### src/rtl/wash_cycle_ctrl_pkg.sv
// -----------------------------------------------------------------------------
// wash_cycle_pkg
// Shared types for the wash program controller.
//   state_t : program state encoding, also driven out on the state port.
//   act_t   : actuator bundle (door latch, inlet valve, drain pump, motor, spin).
//   actuator_map() : actuator values for a given state, pause and water level.
// -----------------------------------------------------------------------------
package wash_cycle_pkg;

    typedef enum logic [2:0] {
        IDLE  = 3'd0,
        FILL  = 3'd1,
        WASH  = 3'd2,
        RINSE = 3'd3,
        DRAIN = 3'd4,
        SPIN  = 3'd5,
        DONE  = 3'd6,
        ERROR = 3'd7
    } state_t;

    typedef struct packed {
        logic door_lock;
        logic fill_valve;
        logic drain_pump;
        logic motor_on;
        logic motor_fast;
    } act_t;

    // Pause kills every moving part but keeps the door latched. ERROR keeps
    // draining regardless of pause so a faulted drum never stays full.
    function automatic act_t actuator_map(input state_t st, input logic pause,
                                          input logic water_full);
        act_t a;
        a = act_t'(5'b00000);
        case (st)
            FILL: begin
                a.door_lock  = 1'b1;
                a.fill_valve = ~pause & ~water_full;
            end
            WASH, RINSE: begin
                a.door_lock = 1'b1;
                a.motor_on  = ~pause;
            end
            DRAIN: begin
                a.door_lock  = 1'b1;
                a.drain_pump = ~pause;
            end
            SPIN: begin
                a.door_lock  = 1'b1;
                a.motor_on   = ~pause;
                a.motor_fast = ~pause;
                a.drain_pump = ~pause;
            end
            ERROR: begin
                a.door_lock  = 1'b1;
                a.drain_pump = 1'b1;
            end
            default: a = act_t'(5'b00000);
        endcase
        return a;
    endfunction

endpackage

### src/rtl/wash_cycle_ctrl_if.sv
// -----------------------------------------------------------------------------
// wash_cycle_ctrl_if
// Front-panel / sensor inputs and driver / status outputs of the controller.
//   master : panel and sensor side (drives start, pause, door_closed, water_full)
//   slave  : controller side (drives actuators, state, rinse_pass,
//            phase_remaining, done, error)
// -----------------------------------------------------------------------------
interface wash_cycle_ctrl_if #(
    parameter int TIMER_W = 16
);
    logic               start;
    logic               pause;
    logic               door_closed;
    logic               water_full;
    logic               door_lock;
    logic               fill_valve;
    logic               drain_pump;
    logic               motor_on;
    logic               motor_fast;
    logic [2:0]         state;
    logic [2:0]         rinse_pass;
    logic [TIMER_W-1:0] phase_remaining;
    logic               done;
    logic               error;

    modport master (
        output start, pause, door_closed, water_full,
        input  door_lock, fill_valve, drain_pump, motor_on, motor_fast,
        input  state, rinse_pass, phase_remaining, done, error
    );

    modport slave (
        input  start, pause, door_closed, water_full,
        output door_lock, fill_valve, drain_pump, motor_on, motor_fast,
        output state, rinse_pass, phase_remaining, done, error
    );
endinterface

### src/rtl/wash_phase_timer.sv
// -----------------------------------------------------------------------------
// wash_phase_timer
// Loadable down-counter for phase durations. Load has priority; otherwise the
// count decrements when hold is low and stops at zero.
//   clk, rst_n : clock, async active-low reset (count clears to 0)
//   load       : load load_val this cycle
//   load_val   : value to load
//   hold       : freeze the count
//   count      : current count (registered)
//   zero       : count == 0
// -----------------------------------------------------------------------------
module wash_phase_timer #(
    parameter int TIMER_W = 16
) (
    input  logic               clk,
    input  logic               rst_n,
    input  logic               load,
    input  logic [TIMER_W-1:0] load_val,
    input  logic               hold,
    output logic [TIMER_W-1:0] count,
    output logic               zero
);

    logic [TIMER_W-1:0] count_r;

    // Countdown register
    always_ff @(posedge clk or negedge rst_n) begin
        if (!rst_n) begin
            count_r <= {TIMER_W{1'b0}};
        end else if (load) begin
            count_r <= load_val;
        end else if (!hold && (count_r != {TIMER_W{1'b0}})) begin
            count_r <= count_r - {{(TIMER_W-1){1'b0}}, 1'b1};
        end else begin
            count_r <= count_r;
        end
    end

    assign count = count_r;
    assign zero  = (count_r == {TIMER_W{1'b0}});

endmodule

### src/rtl/wash_cycle_ctrl.sv
// -----------------------------------------------------------------------------
// wash_cycle_ctrl
// Wash program sequencer: FILL, WASH, DRAIN, NUM_RINSE x (FILL, RINSE, DRAIN),
// SPIN, DONE. Timed phases last exactly their cycle count of unpaused cycles.
// Optional build macro FILL_TIMEOUT_EN adds a FILL watchdog that traps in
// ERROR (left only through rst_n).
//   clk   : system clock, rising edge
//   rst_n : asynchronous active-low reset
//   wc    : panel/sensor inputs and actuator/status outputs (slave modport)
// All outputs are registered.
// -----------------------------------------------------------------------------
module wash_cycle_ctrl
    import wash_cycle_pkg::*;
#(
    parameter int TIMER_W      = 16,
    parameter int WASH_CYCLES  = 40,
    parameter int RINSE_CYCLES = 20,
    parameter int DRAIN_CYCLES = 10,
    parameter int SPIN_CYCLES  = 30,
    parameter int NUM_RINSE    = 2,
    parameter int FILL_TIMEOUT = 100
) (
    input  logic             clk,
    input  logic             rst_n,
    wash_cycle_ctrl_if.slave wc
);

    state_t             state_r;
    state_t             state_nx_s;
    logic               start_prev_r;
    logic               start_rise_s;
    logic [2:0]         rinse_r;
    logic [2:0]         rinse_nx_s;
    logic               wash_done_r;
    logic               wash_done_nx_s;
    logic               phase_go_s;
    logic               tmr_load_s;
    logic [TIMER_W-1:0] tmr_load_val_s;
    logic [TIMER_W-1:0] tmr_count_s;
    logic               tmr_zero_s;
    act_t               act_nx_s;
    act_t               act_r;
    logic               done_r;
    logic               error_nx_s;
    logic               error_r;

`ifndef FILL_TIMEOUT_EN
    // Without the watchdog the FILL budget has no consumer; this empty
    // block keeps the parameter referenced so both builds share one port list.
    if (FILL_TIMEOUT < 1) begin : g_fill_timeout_unused
    end
`endif

    // Start edge detector
    always_ff @(posedge clk or negedge rst_n) begin
        if (!rst_n) begin
            start_prev_r <= 1'b0;
        end else begin
            start_prev_r <= wc.start;
        end
    end

    assign start_rise_s = wc.start & ~start_prev_r;
    // A timed phase ends when its count reads 0 and pause is low.
    assign phase_go_s   = tmr_zero_s & ~wc.pause;

    // State, rinse counter and wash-pass flag registers
    always_ff @(posedge clk or negedge rst_n) begin
        if (!rst_n) begin
            state_r     <= IDLE;
            rinse_r     <= 3'd0;
            wash_done_r <= 1'b0;
        end else begin
            state_r     <= state_nx_s;
            rinse_r     <= rinse_nx_s;
            wash_done_r <= wash_done_nx_s;
        end
    end

    // Next-state logic
    always_comb begin
        state_nx_s     = state_r;
        rinse_nx_s     = rinse_r;
        wash_done_nx_s = wash_done_r;
        case (state_r)
            IDLE: begin
                if (start_rise_s && wc.door_closed) begin
                    state_nx_s = FILL;
                end else begin
                    state_nx_s = IDLE;
                end
            end
            FILL: begin
                if (wc.pause) begin
                    state_nx_s = FILL;
                end else if (wc.water_full) begin
                    // First fill of a program feeds the wash pass; later fills feed rinses.
                    if ((rinse_r == 3'd0) && !wash_done_r) begin
                        state_nx_s = WASH;
                    end else begin
                        state_nx_s = RINSE;
                    end
`ifdef FILL_TIMEOUT_EN
                end else if (tmr_zero_s) begin
                    state_nx_s = ERROR;
`endif
                end else begin
                    state_nx_s = FILL;
                end
            end
            WASH: begin
                if (phase_go_s) begin
                    state_nx_s     = DRAIN;
                    wash_done_nx_s = 1'b1;
                end else begin
                    state_nx_s = WASH;
                end
            end
            RINSE: begin
                if (phase_go_s) begin
                    state_nx_s = DRAIN;
                    rinse_nx_s = rinse_r + 3'd1;
                end else begin
                    state_nx_s = RINSE;
                end
            end
            DRAIN: begin
                if (phase_go_s) begin
                    if (rinse_r < 3'(NUM_RINSE)) begin
                        state_nx_s = FILL;
                    end else begin
                        state_nx_s = SPIN;
                    end
                end else begin
                    state_nx_s = DRAIN;
                end
            end
            SPIN: begin
                if (phase_go_s) begin
                    state_nx_s = DONE;
                end else begin
                    state_nx_s = SPIN;
                end
            end
            DONE: begin
                state_nx_s     = IDLE;
                rinse_nx_s     = 3'd0;
                wash_done_nx_s = 1'b0;
            end
            ERROR: begin
`ifdef FILL_TIMEOUT_EN
                state_nx_s = ERROR;
`else
                state_nx_s = IDLE;
`endif
            end
            default: state_nx_s = IDLE;
        endcase
    end

    // Timer reload on every state change; untimed states load 0
    always_comb begin
        tmr_load_s = (state_nx_s != state_r);
        case (state_nx_s)
            WASH:    tmr_load_val_s = TIMER_W'(WASH_CYCLES - 1);
            RINSE:   tmr_load_val_s = TIMER_W'(RINSE_CYCLES - 1);
            DRAIN:   tmr_load_val_s = TIMER_W'(DRAIN_CYCLES - 1);
            SPIN:    tmr_load_val_s = TIMER_W'(SPIN_CYCLES - 1);
`ifdef FILL_TIMEOUT_EN
            FILL:    tmr_load_val_s = TIMER_W'(FILL_TIMEOUT - 1);
`endif
            default: tmr_load_val_s = {TIMER_W{1'b0}};
        endcase
    end

    wash_phase_timer #(
        .TIMER_W (TIMER_W)
    ) u_timer (
        .clk      (clk),
        .rst_n    (rst_n),
        .load     (tmr_load_s),
        .load_val (tmr_load_val_s),
        .hold     (wc.pause),
        .count    (tmr_count_s),
        .zero     (tmr_zero_s)
    );

    // Output values for the state being entered, gated by the sampled pause
    always_comb begin
        act_nx_s = actuator_map(state_nx_s, wc.pause, wc.water_full);
`ifdef FILL_TIMEOUT_EN
        error_nx_s = (state_nx_s == ERROR);
`else
        error_nx_s = 1'b0;
`endif
    end

    // Output registers
    always_ff @(posedge clk or negedge rst_n) begin
        if (!rst_n) begin
            act_r   <= act_t'(5'b00000);
            done_r  <= 1'b0;
            error_r <= 1'b0;
        end else begin
            act_r   <= act_nx_s;
            done_r  <= (state_nx_s == DONE);
            error_r <= error_nx_s;
        end
    end

    assign wc.door_lock       = act_r.door_lock;
    assign wc.fill_valve      = act_r.fill_valve;
    assign wc.drain_pump      = act_r.drain_pump;
    assign wc.motor_on        = act_r.motor_on;
    assign wc.motor_fast      = act_r.motor_fast;
    assign wc.state           = state_r;
    assign wc.rinse_pass      = rinse_r;
    assign wc.phase_remaining = tmr_count_s;
    assign wc.done            = done_r;
    assign wc.error           = error_r;

endmodule

### src/flat_wrapper.sv
// flat-port wrapper written by rule: the top's interface ports become plain ports
module wash_cycle_ctrl_flat import wash_cycle_pkg::*;
#(
    parameter int TIMER_W      = 16,
    parameter int WASH_CYCLES  = 40,
    parameter int RINSE_CYCLES = 20,
    parameter int DRAIN_CYCLES = 10,
    parameter int SPIN_CYCLES  = 30,
    parameter int NUM_RINSE    = 2,
    parameter int FILL_TIMEOUT = 100
)
  (clk, rst_n, wc_start, wc_pause, wc_door_closed, wc_water_full, wc_door_lock, wc_fill_valve, wc_drain_pump, wc_motor_on, wc_motor_fast, wc_state, wc_rinse_pass, wc_phase_remaining, wc_done, wc_error);
  wash_cycle_ctrl_if #(.TIMER_W(TIMER_W)) wc_i ();
  input  logic clk;
  input  logic rst_n;
  input wire logic [$bits(wc_i.start)-1:0] wc_start;
  input wire logic [$bits(wc_i.pause)-1:0] wc_pause;
  input wire logic [$bits(wc_i.door_closed)-1:0] wc_door_closed;
  input wire logic [$bits(wc_i.water_full)-1:0] wc_water_full;
  output wire logic [$bits(wc_i.door_lock)-1:0] wc_door_lock;
  output wire logic [$bits(wc_i.fill_valve)-1:0] wc_fill_valve;
  output wire logic [$bits(wc_i.drain_pump)-1:0] wc_drain_pump;
  output wire logic [$bits(wc_i.motor_on)-1:0] wc_motor_on;
  output wire logic [$bits(wc_i.motor_fast)-1:0] wc_motor_fast;
  output wire logic [$bits(wc_i.state)-1:0] wc_state;
  output wire logic [$bits(wc_i.rinse_pass)-1:0] wc_rinse_pass;
  output wire logic [$bits(wc_i.phase_remaining)-1:0] wc_phase_remaining;
  output wire logic [$bits(wc_i.done)-1:0] wc_done;
  output wire logic [$bits(wc_i.error)-1:0] wc_error;
  assign wc_i.start = wc_start;
  assign wc_i.pause = wc_pause;
  assign wc_i.door_closed = wc_door_closed;
  assign wc_i.water_full = wc_water_full;
  assign wc_door_lock = wc_i.door_lock;
  assign wc_fill_valve = wc_i.fill_valve;
  assign wc_drain_pump = wc_i.drain_pump;
  assign wc_motor_on = wc_i.motor_on;
  assign wc_motor_fast = wc_i.motor_fast;
  assign wc_state = wc_i.state;
  assign wc_rinse_pass = wc_i.rinse_pass;
  assign wc_phase_remaining = wc_i.phase_remaining;
  assign wc_done = wc_i.done;
  assign wc_error = wc_i.error;
  wash_cycle_ctrl #(.TIMER_W(TIMER_W), .WASH_CYCLES(WASH_CYCLES), .RINSE_CYCLES(RINSE_CYCLES), .DRAIN_CYCLES(DRAIN_CYCLES), .SPIN_CYCLES(SPIN_CYCLES), .NUM_RINSE(NUM_RINSE), .FILL_TIMEOUT(FILL_TIMEOUT)) u_core (.clk(clk), .rst_n(rst_n), .wc(wc_i));
endmodule
### config.mk
export PLATFORM = sky130hd
export DESIGN_NAME = wash_cycle_ctrl_flat
export DESIGN_NICKNAME = d
export VERILOG_FILES = /design/src/rtl/wash_cycle_ctrl_pkg.sv /design/src/rtl/wash_cycle_ctrl_if.sv /design/src/rtl/wash_phase_timer.sv /design/src/rtl/wash_cycle_ctrl.sv /design/src/flat_wrapper.sv
export SDC_FILE = /design/constraint.sdc
export NUM_CORES = 1
export LEC_CHECK = 0
export ABC_AREA = 1
export ABC_CLOCK_PERIOD_IN_PS = 2620
export BUFFER_PORTS_ARGS = -buffer_cell sky130_fd_sc_hd__buf_2
export CORE_MARGIN = 5
export CORE_UTILIZATION = 30
export CTS_CLUSTER_SIZE = 20
export DETAILED_ROUTE_END_ITERATION = 12
export PLACE_DENSITY = 0.56
export SLEW_MARGIN = 25
export SYNTH_ARGS = -nofsm -noshare
export SYNTH_HDL_FRONTEND = slang
export SYNTH_SLANG_ARGS = --single-unit
export TNS_END_PERCENT = 10
### constraint.sdc
create_clock -name clk -period 2.62 [get_ports clk]
set_input_delay 0.393 -clock clk [delete_from_list [all_inputs] [get_ports clk]]
set_output_delay 0.393 -clock clk [all_outputs]
set_load 0.01 [all_outputs]
# --- Word level (Yosys, flattened, before mapping) ---
# Cells that the tools add are included.
word_totals:
  register_bits: 30
  latchBits: 0
  ramBits: 0
  mem_bits_ro: 0
  inputBits: 6
  out_inout_bits: 29
  word_cells: 77
  memories: 0
classes:
  add_sub_neg: 2
  multipliers: 0
  div: 0
  n_lt_le_gt_ge: 1
  eq_ne: 17
  n_shift: 0
  n_mux: 22
  n_bitwise: 6
  reduce_logical: 18
ops:
  columns: ["cell", "count"]
  rows:
  - ["$mux 16", 2]
  - ["$eq 3x3->1 const B", 8]
  - ["$pmux 6 s4", 1]
  - ["$pmux 3 s7", 1]
  - ["$mux 3", 6]
  - ["$logic_not 16->1", 1]
  - ["$reduce_bool 16->1", 1]
  - ["$sub 16x1->16 const B", 1]
  - ["$eq 3x2->1 const B", 4]
  - ["$mux 1", 7]
  - ["$eq 3x1->1 const B", 2]
  - ["$logic_not 3->1", 2]
  - ["$pmux 3 s2", 1]
  - ["$reduce_bool 2->1", 3]
  - ["$reduce_or 6->1", 1]
  - ["$mux 2", 2]
  - ["$ne 2x1->1 const B", 2]
  - ["$pmux 1 s2", 2]
  - ["$reduce_and 2->1", 2]
  - ["$reduce_or 2->1", 2]
  - ["$add 3x1->3 const B", 1]
  - ["$and 1x1->1", 3]
  - ["$logic_and 1x1->1", 3]
  - ["$lt 3x2->1 const B", 1]
  - ["other kinds (4)", 7]

# --- Logic depth before layout (Yosys ltp) ---
depth:
  ltp_word: 9
  mapped_depth: 16
  mapped_depth_nobuf: 16

# --- Modules after synthesis ---
# A second synthesis with hierarchy kept.
hier_totals:
  cells_unflattened: 292
  hier_area_um2: 2152.1
by_module_without_submodules:
  columns: ["mod", "instances", "cells_per_inst", "area_per_inst_um2", "seq_area_each_um2"]
  rows:
  - ["wash_phase_timer", 1, 183, 1258.7, 400.4]
  - ["wash_cycle_ctrl", 1, 109, 893.4, 350.3]

# --- Worst setup path before layout ---
# OpenSTA, ideal clock, no wires.
synth_path:
  path_kind: "flip-flop to flip-flop"
  from: "register u_core.u_timer.count_r[0], in the netlist u_core.u_timer.count[0]"
  to: "register u_core.u_timer.count_r[14], in the netlist u_core.u_timer.count[14]"
  t_arrival_ps: 1806
  required_time_ps: 2501
  setup_slack_ps: 695
  path_stages_with_launch: 13
  path_buffers: 0
  cell_sequence: "dfrtp_1 -> inv_1 -> ha_1 -> nand2_1 -> nor2_4 -> nand2_1 -> nand2_4 -> nor2_4 -> nand2_1 -> nor3_1 -> nand3_1 -> xor2_1 -> nor2_2"
synth_via:
  elab_chain_len: 6
  elab_cells_between_ends: 14
  classes_between: "1 x add/sub; 1 x eq/ne; 7 x mux; 1 x bitwise; 4 x reduce/logical"
synth_lines:
  columns: ["element", "line", "text"]
  rows:
  - ["from (decl)", "wash_phase_timer.sv:24", "logic [TIMER_W-1:0] count_r;"]
  - ["from (signal assigned)", "wash_phase_timer.sv:29", "count_r <= {TIMER_W{1'b0}};"]
  - ["from (signal assigned)", "wash_phase_timer.sv:31", "count_r <= load_val;"]
  - ["from (signal assigned)", "wash_phase_timer.sv:33", "count_r <= count_r - {{(TIMER_W-1){1'b0}}, 1'b1};"]
  - ["$logic_not 16->1", "wash_phase_timer.sv:40", "assign zero = (count_r == {TIMER_W{1'b0}});"]
  - ["$and 1x1->1", "wash_cycle_ctrl.sv:65", "assign phase_go_s = tmr_zero_s & ~wc.pause;"]
  - ["$mux 2, or another cell as far along", "wash_cycle_ctrl.sv:139", "if (phase_go_s) begin"]
  - ["$pmux 3 s7", "wash_cycle_ctrl.sv:85", "case (state_r)"]
  - ["$ne 3x3->1", "wash_cycle_ctrl.sv:163", "tmr_load_s = (state_nx_s != state_r);"]
  - ["$mux 16 or $reduce_bool 2->1 (tied branches)", null, null]
# Several ways; a longest one is shown, not always the timed one. The select of a mux whose other input is x is not followed.
# A chain may end at the register's enable or synchronous reset.

# --- Final worst setup path ---
layout_path:
  from: "register u_core.u_timer.count_r[0], in the netlist u_core.u_timer.count[0]"
  to: "register u_core.u_timer.count_r[0], in the netlist u_core.u_timer.count[0]"
layout_via:
  elab_chain_len: 7
  elab_cells_between_ends: 19
  classes_between: "1 x add/sub; 5 x eq/ne; 8 x mux; 1 x bitwise; 4 x reduce/logical"
layout_lines:
  columns: ["element", "line", "text"]
  rows:
  - ["$logic_not 16->1 *", "wash_phase_timer.sv:40", null]
  - ["$and 1x1->1 *", "wash_cycle_ctrl.sv:65", null]
  - ["$mux 2, or another cell as far along", "wash_cycle_ctrl.sv:139", null]
  - ["$pmux 3 s7 *", "wash_cycle_ctrl.sv:85", null]
  - ["net u_core.state_nx_s[1]", "wash_cycle_ctrl.sv:29", "state_t state_nx_s;"]
  - ["$eq 3x3->1 or $eq 3x2->1 (tied branches)", "wash_cycle_ctrl.sv:164", "case (state_nx_s)"]
  - ["$pmux 6 s4", "wash_cycle_ctrl.sv:164", null]
  - ["$mux 16", "wash_phase_timer.sv:30", "end else if (load) begin"]
# The timed path passes the listed nets; every way through them passes the cells marked *. The select of a mux whose other input is x is not followed.

==> reports/qor.txt <==
Die width - 88.6 µm
Layout cell share with drive strength beyond 1 - 30.0%
Synthesis warning total - 0
CP Launch Type - flip-flop
DRT iter0 DRCs - 62
Synth Area per Inst - 8.28 µm²
Crit path time final - 2.25 ns
Yosys top cell area share - 40.5%
Total Die Area - 0.00785 mm²
Primary FF master, synth - dfrtp_1
Critical Path RT - 2.80 ns
Ordered list of cells on the worst path - inv_1 > ha_1 > nand3_1 > nor2_1 > nand4_1 > nand2_1 > nand3_2 > nand2_2 > nand2_2 > nand2_4 > inv_2 > o21ai_1 > inv_1
Fmax - 443 MHz
Post-CTS Setup Repair Bufs - 0
Reg2Reg Depth - 13
Rows - 28
Mapped Cells - 224
# IOs - 35
CP max FO - 14
Num CTS Buffers - 5
Ant diodes - 0
DRC Markers - 0
Hold_buf cts - 0
Synth top area cells - dfrtp_1, nand2_1, nand3_1
Final Power - 2940 µW
Pin count of the biggest net entering global routing - 31
Final #Nets - 271
Worst Tran Pin Value - 0.678 ns
DP HPWL - 3.23 mm
Synthesis-stage register bit count - 30
Crit path kind - reg -> reg
Buf+Inv Stages, Crit Path - 3
CTS resizes - 0
Launching point of the worst reg2reg path - u_core.u_timer.count[0]
Worst Hold Class - in -> async
Worst-Skew Late Latency - 0.28 ns
Most frequent cells after synthesis - nand2_1, dfrtp_1, inv_1, nor2_1, nand3_1
Clk slew on worst S/H paths - 0.06 ns
Crit path largest cell delay - 0.40 ns
Final period util - 86.1%
Max Transition Viols Final - 0
Vias per inst - 4.65
Setup violators final - 0
Core Region - 0.00596 mm²
Routed vias - 1559
Syn_nets - 234
Area delta synth->final - 17.1%
RSZ-0062 raised after global routing - no
Reg-to-reg setup timing slack - 0.37 ns
TNS Setup - 0 ns
P_leak - 0.00113 µW
CP top delay family - simple AND/OR/NAND/NOR gates
GP Congestion - 0.852
Antenna Nets Post-Route - 0
Vias in the first global route - 1490
Crit-path slowest cell - dfrtp_1
Yosys top cell by area - dfrtp_1
CTS Buffer Depth - 2
Outcome - completed
# port buffers - 33
WL/cell - 12.5 µm
EDFF count, synth - 0
Unique cell type count in the Yosys netlist - 35
H-Tree Depth - 2
Final-report hold violation count - 0
Die H - 88.6 µm
Crit path arrival time - 2.43 ns
Root Buffer - clkbuf_8
Initial Util - 31.1%
Maxcap violations - 0
Ys async rst share - 100%
Initial antenna violation count - 0
Gr ovfl total - 0
VDD IR max - 484 µV
CTS tree - built
Sequential fraction of the synthesis area - 40.5%
Slew HR - 54.8%
Pre-antenna DRT Iters - 4
R2R Path End - u_core.u_timer.count[0]
Power per cell area - 1350 mW/mm²
Most frequent cell after synthesis - nand2_1
CTS Sinks - 30
Drt total wl - 4.20 mm
First-pass GRT wire length - 7.09 mm
Mapped cell area - 0.00185 mm²
Clk_skew - 0.00783 ns
CP Capture Type - flip-flop
Total Routing Usage GR - 11.7%
==> how the worst max path moves through the flow <==
stage | startpoint | depth (start not counted) | end
floorplan | u_core.u_timer.count[0] | 12 | u_core.u_timer.count[14]
global placement | wc_pause | 15 | u_core.u_timer.count[0]
detailed placement | wc_pause | 15 | u_core.u_timer.count[0]
CTS | u_core.u_timer.count[0] | 13 | u_core.u_timer.count[0]
global route | u_core.u_timer.count[0] | 13 | u_core.u_timer.count[0]
finish | u_core.u_timer.count[0] | 13 | u_core.u_timer.count[0]
==> cell usage in the layout, fill, tap and decap left out, types with 2 or more instances in the layout <==
cell type  instances
nor2_2            11
a21oi_1            2
a21oi_4            2
o21ai_0            4
nand3_2            2
xor2_1             8
nand2_2           10
ha_1               4
clkbuf_8           6
inv_1             23
buf_2             33
o2111ai_1          2
xnor2_1            5
nor2_4             3
dfrtp_1           30
o21ai_1            2
nand2_4            2
a21oi_2            2
nand4_1            8
nand2_1           40
nand3_1           19
nor3_1             8
nor2_1            23
==> routing by layer <==
layer	routed length [µm]	global-route usage, %
met5	0	0
met4	56	4.12
met3	278	3.45
met2	1900	17.8
met1	1960	15.9
==> flip-flops by register name, summed over array words and instances, names as in the netlist <==
signal / flops
u_core.start_prev_r: 1
u_core.u_timer.count: 16
u_core.wash_done_r: 1
u_core.wc.done: 1
u_core.wc.door_lock: 1
u_core.wc.drain_pump: 1
u_core.wc.fill_valve: 1
u_core.wc.motor_fast: 1
u_core.wc.motor_on: 1
u_core.wc.rinse_pass: 3
u_core.wc.state: 3
==> power by group <==
part | internal (µW) | switching (µW) | total, µW
sequential | 604 | 145 | 750
clock | 202 | 167 | 370
combinational | 619 | 1200 | 1820
==> logic make-up after synthesis <==
group | after synthesis | share of synthesized area, %
simple gates | 130 | 36.1
flops | 30 | 40.5
buf+inv | 27 | 6.14
compound gates | 19 | 8.23
xor+xnor | 13 | 6.14
fa+ha+maj | 4 | 2.70
other cells | 1 | 0.202
==> layout make-up <==
cell class,count,area [µm²]
fill,653,3780
multi-input combinational,167,990
sequential,30,751
timing repair buffer,33,165
tap,75,93.8
inverter,24,90.1
clock buffer,6,82.6
==> per-stage QoR <==
step	worst slack (ns)	utilization (%)	area, µm²	std cells	hold slack [ns]
2_1_floorplan	0.695	-	1850	224	0.0974
3_3_place_gp	0.322	35.1	2090	329	0.478
3_5_place_dp	0.297	35.1	2090	329	0.482
4_1_cts	0.373	36.5	2170	335	0.172
5_1_grt	0.0715	36.5	2170	335	0.214
6_report	0.365	36.5	2170	335	0.147
Power figures use the tool's default switching activity.
